**src/rtl/fifo_lookahead_adapter.sv**
```systemverilog
// Lookahead adapter for a registered-output FIFO: prefetches up to three words
// and presents them as a first-word-fall-through valid/ready stream.
module fifo_lookahead_adapter #(
   parameter int DATA_WIDTH = 32
) (
   input  logic                  clk,
   input  logic                  rst,
   input  logic                  fifo_empty,
   output logic                  fifo_rd,
   input  logic [DATA_WIDTH-1:0] fifo_dout,
   input  logic                  flush,
   output logic                  o_valid,
   input  logic                  o_ready,
   output logic [DATA_WIDTH-1:0] o_data,
   output logic [1:0]            o_count
);

   logic [1:0]            count, rd_ptr, wr_ptr;
   logic                  pending, pop, capture;
   logic [2:0]            committed;
   logic [DATA_WIDTH-1:0] mem [3];

   function automatic logic [1:0] inc3(input logic [1:0] p);
      return (p == 2'd2) ? 2'd0 : p + 2'd1;
   endfunction

   // Buffered plus in-flight words; a read is only issued when a slot is guaranteed,
   // so the read request never looks at o_ready.
   assign committed = {1'b0, count} + {2'b00, pending};
   assign fifo_rd   = rst & ~fifo_empty & ~flush & (committed <= 3'd2);
   assign o_valid   = (count != 2'd0);
   assign pop       = o_valid & o_ready & ~flush;
   assign capture   = pending & ~flush;
   assign o_data    = mem[rd_ptr];
   assign o_count   = count;

   always_ff @(posedge clk or negedge rst) begin
      if (!rst) begin
         count   <= 2'd0;
         pending <= 1'b0;
         rd_ptr  <= 2'd0;
         wr_ptr  <= 2'd0;
      end else if (flush) begin
         count   <= 2'd0;
         pending <= 1'b0;
         rd_ptr  <= 2'd0;
         wr_ptr  <= 2'd0;
      end else begin
         pending <= fifo_rd;
         if (capture) wr_ptr <= inc3(wr_ptr);
         if (pop)     rd_ptr <= inc3(rd_ptr);
         count <= count + {1'b0, capture} - {1'b0, pop};
      end
   end

   // Storage is cleared on reset so o_data reads zero out of reset.
   always_ff @(posedge clk or negedge rst) begin
      if (!rst) begin
         for (int i = 0; i < 3; i++) mem[i] <= '0;
      end else if (capture) begin
         mem[wr_ptr] <= fifo_dout;
      end
   end

   assert property (@(posedge clk) disable iff (!rst)
      !(count == 2'd3 && capture && !pop));

endmodule

```
**config.mk**
```make
export PLATFORM = sky130hd
export DESIGN_NAME = fifo_lookahead_adapter
export DESIGN_NICKNAME = d
export VERILOG_FILES = /design/src/rtl/fifo_lookahead_adapter.sv
export SDC_FILE = /design/constraint.sdc
export NUM_CORES = 1
export LEC_CHECK = 0
export ABC_CLOCK_PERIOD_IN_PS = 1660
export CAP_MARGIN = 10
export CORE_UTILIZATION = 50
export CTS_BUF_LIST = sky130_fd_sc_hd__clkbuf_2
export CTS_CLUSTER_DIAMETER = 80
export DETAILED_ROUTE_END_ITERATION = 10
export PLACE_DENSITY = 0.78
export SLEW_MARGIN = 20
export SYNTH_ARGS = -nofsm -noshare
export SYNTH_HDL_FRONTEND = slang
export SYNTH_SLANG_ARGS = --single-unit
```
**constraint.sdc**
```tcl
create_clock -name clk -period 1.66 [get_ports clk]
set_clock_uncertainty 0.15 [all_clocks]
set_input_delay 0.249 -clock clk [delete_from_list [all_inputs] [get_ports clk]]
set_output_delay 0.249 -clock clk [all_outputs]
set_load 0.05 [all_outputs]
```
==> results.md <==
GRT:
- The initial antenna violation count is 0.
- The most utilized layer in the global route result is met2.
- The met2 track demand over resource is 0.506.
- The fraction of met1 tracks used by global routing is 0.364.
- The first global-routing pass estimated 21.0 mm of wire.
- Across every metal layer, demand over resource in global routing totals 0.285.
- The number of global-route vias before repair is 3,720.
- Global routing finished with a remaining overflow of 0.
- The largest net degree at the start of global routing is 64.
- For met3 alone, demand over resource in global routing was 0.0485.

Drt:
- The routed design has 15.4 mm of wire.
- The first routing iteration left 126 violations.
- After detailed routing, the number of vias per cell comes to 5.89.
- The per-cell routed wire length is 26.8 µm.
- In this run the remaining antenna-violating nets after routing total 0.
- The post-route DRC violation count is 0.
- The routed via count is 3,394.
- The first detailed-routing pass took 4 iterations.

Place:
- Timing analysis after detailed placement gives a worst setup slack of -0.450 ns.
- Routability-driven placement finished with a final weighted congestion of 0.739.
- Detailed placement finished with a half-perimeter wire length of 7.18 mm.
- The number of input and output port buffers inserted is 72.
- In this run the cell area measured after placement is 6840 µm².
- After detailed placement, the design holds a cell count of 528.

Power and ir drop:
- The power per cell area is 991 nW/µm².
- The share of total power dissipated in combinational logic is 0.443.
- The switching power share of the total is 0.374.
- The completed layout was analyzed and its total power is 0.00808 W.
- The worst-case vdd ir drop is 0.680 mV.
- For this design the static power due to leakage is 3.32 nW.
- The cell-internal power is 0.00506 W.
- The switching power is 0.00302 W.
- The share of total power dissipated in sequential elements is 0.400.
- The portion of total power attributed to the clock network is 0.157.

STA:
- After layout, the minimum clock period comes to 2.43 ns.
- The transition time at the pin with the least slew margin is 0.370 ns.
- Setup violations remaining at the end of the flow were counted as 134.
- Derived from the worst setup path, the maximum achievable clock frequency is 411 MHz.
- Hold timing on the final database bottoms out at a slack of 0.127 ns.
- The final count of pins violating max slew is 0.
- The worst slew slack as a fraction of its limit is 0.753.
- The post-route clock period utilization is 1.47.
- Setup repair after global routing could not meet its margin everywhere.
- Setup slack on the critical path of the routed design comes to -0.773 ns.
- The final-report hold violation count is 0.

Finish:
- The filler cells instantiated in the layout total 368.
- The area added between synthesis and finish is 67.4%.
- The finished layout cell area is 8150 µm².
- The number of nets in the layout is 484.
- The fraction of layout cells with a size suffix above 1 is 0.642.
- The post-layout instance count excluding filler cells is 576.
- The repair_antennas step left the layout with diodes totalling 0.

Yosys:
- The number of nets in the synthesized netlist is 364.
- In this run, distinct cell masters in the synthesized netlist total 29.
- Of the total synthesized cell area, the portion taken by AND, OR, NAND and NOR gates is 0.0306.
- The dominant combinational cell family by area after synthesis is multiplexers.
- Of the total synthesized cell area, the portion taken by XOR and XNOR cells is 0.00462.
- Of the synthesized area, sequential elements account for 0.529.
- The cell type with the highest aggregate area in the netlist is sky130_fd_sc_hd__dfrtp_1.
- In this run, synthesis inferred 0 flip-flops with an integrated enable.
- The top-area cell type share of the netlist area is 0.529.
- The adder and majority cell fraction of the synthesized area is 0.0128.
- After synthesis, the most frequently instantiated cells are 103 x sky130_fd_sc_hd__dfrtp_1, 61 x sky130_fd_sc_hd__mux2_2, 33 x sky130_fd_sc_hd__mux2i_1, 32 x sky130_fd_sc_hd__o2bb2ai_1, 30 x sky130_fd_sc_hd__mux2_4.
- In the synthesized netlist the dominant register cell turns out to be sky130_fd_sc_hd__dfrtp_1.
- The mean cell area of the mapped netlist is 15.1 µm².
- Measured against the total synthesized area, the mux share comes to 0.315.
- Counting flops and latches in the post-synthesis netlist gives 103.
- Ranked by total cell area, the synthesized netlist is headed by sky130_fd_sc_hd__dfrtp_1 53%, sky130_fd_sc_hd__mux2_2 14%, sky130_fd_sc_hd__mux2_4 9.2%.
- The async set or reset register ratio after synthesis is 1.00.
- Synthesis produced a netlist whose cell count is 322.
- The Yosys warning count is 0.
- The fraction of the mapped netlist area in compound gates was 0.0653.
- In the post-synthesis netlist, the cell with the most instances is sky130_fd_sc_hd__dfrtp_1.
- Summing every instance area after synthesis gives 4870 µm².

Clock tree:
- Counting every sink on the clock net gives 103.
- The clock insertion delay at the later pin of the skew report is 0.61 ns.
- The tree is rooted in a sky130_fd_sc_hd__clkbuf_2.
- The number of buffers inserted during clock tree synthesis is 9.
- Counting along the longest clock path gives a buffer depth of 2.
- The clock transition at the register clock pins on the worst setup and hold paths after CTS is 0.30 ns.
- TritonCTS built the clock tree.
- The number of H-tree levels is 3.

Worst setup path:
- At the worst endpoint, the arrival time is 2.03 ns.
- The element type at the critical path end is a primary output.
- STA classifies the critical path startpoint as a flop.
- At the worst endpoint, the required time is 1.26 ns.
- The critical path class is reg2out.
- Of all nets on the critical path, the largest fanout is 2.

Die:
- For this configuration, the core starts out at a cell density of 0.522.
- The floorplan die area is 10,100 µm².
- The site row count is 35.
- The die extent in y is 101 µm.
- The area of the core is 9330 µm².
- 73 I/O pins were placed.
- The horizontal extent of the die is 101 µm.

Min path:
- The path category of the worst min-delay check is in2reg.

Job:
- The max-cap violation count is 0.

Run status:
- The run finished, with violations left.
- The checks that failed: negative setup slack.
worst max-delay path: stages (launching register included):
cell	delay, ns
sky130_fd_sc_hd__dfrtp_1	0.48
sky130_fd_sc_hd__ha_4	0.19
sky130_fd_sc_hd__inv_4	0.05
sky130_fd_sc_hd__ha_4	0.19
sky130_fd_sc_hd__nor3b_4	0.15
sky130_fd_sc_hd__o211a_4	0.23
sky130_fd_sc_hd__buf_12	0.14
cells in the final DEF, fill, tap and decap left out, types with 5 or more instances in the layout:
cell type | netlist | layout
sky130_fd_sc_hd__buf_4 | 4 | 14
sky130_fd_sc_hd__dfrtp_1 | 103 | 97
sky130_fd_sc_hd__clkbuf_2 | 0 | 9
sky130_fd_sc_hd__mux2_2 | 61 | 56
sky130_fd_sc_hd__clkdlybuf4s50_1 | 0 | 35
sky130_fd_sc_hd__clkbuf_16 | 0 | 6
sky130_fd_sc_hd__buf_6 | 4 | 12
sky130_fd_sc_hd__o2bb2ai_4 | 0 | 32
sky130_fd_sc_hd__buf_12 | 3 | 50
sky130_fd_sc_hd__buf_16 | 0 | 8
sky130_fd_sc_hd__buf_8 | 0 | 5
sky130_fd_sc_hd__dfrtp_2 | 0 | 5
sky130_fd_sc_hd__mux2_4 | 30 | 39
sky130_fd_sc_hd__mux2i_4 | 0 | 31
per-layer routing:
metal / routed length (µm) / part of all wire
met2: 8090 / 0.52
met1: 6020 / 0.39
met3: 770 / 0.050
met4: 536 / 0.035
met5: 0 / 0
flip-flops by register name (all words and copies together), names as in the netlist:
name and count:
rd_ptr 2, o_count 2, mem 96, wr_ptr 2, pending 1
power by group through the flow:
stage | combinational, W | clock [W] | sequential (W)
global route | 0.00369 | 0.00138 | 0.00327
detailed placement | 0.00320 | 0 | 0.00312
global placement | 0.00315 | 0 | 0.00309
finish | 0.00358 | 0.00127 | 0.00324
floorplan | 0.00182 | 0 | 0.00307
CTS | 0.00344 | 0.00124 | 0.00316
cell families (layout without fill, tap and decap cells):
logic type | Yosys count | in the layout
compound gates | 37 | 37
xor+xnor | 1 | 1
simple gates | 19 | 19
buf+inv | 27 | 152
mux | 130 | 130
flops | 103 | 103
fa+ha+maj | 5 | 5
final timing paths:
kind                                from    endpoint  slack (ns)  cells past startpoint
hold / removal             fifo_dout[26]     mem[26]        0.13                      2
min in group asynchronous            rst      mem[2]        0.60                      4
setup / recovery                 pending     fifo_rd       -0.77                      6
setup reg to reg              o_count[0]  o_count[1]       -0.32                      9
hold reg to reg                  mem[86]     mem[86]        0.45                      1
max in group asynchronous            rst     mem[50]        0.14                      5
layout make-up:
cell class | instances | area [µm²] | share of cell area
Sequential cell | 103 | 2590 | 0.317
Timing Repair Buffer | 133 | 2090 | 0.256
Clock buffer | 9 | 45.0 | 0.00552
Multi-Input combinational cell | 192 | 3190 | 0.391
Inverter | 3 | 13.8 | 0.00169
Tap cell | 129 | 161 | 0.0198
Clock inverter | 7 | 71.3 | 0.00875
through the flow:
step           TNS [ns]   util
2_1_floorplan    -0.602      -
3_3_place_gp     -35.83  0.733
3_5_place_dp     -38.33  0.733
4_1_cts          -32.05  0.834
5_1_grt          -46.32  0.874
6_report         -41.74  0.874
timing repair:
| item | 4_1_cts | 5_1_grt |
|---|---|---|
| hold buffers | 2 | 0 |
| gates cloned | 9 | 6 |
| setup endpoints to repair | 134 | 138 |
| resized for setup | 87 | 44 |
| setup buffers | 13 | 6 |
| endpoints found under the hold margin | 103 | 0 |
| pin swaps | 22 | 6 |
Note: power is estimated with default switching activity, not from simulation.
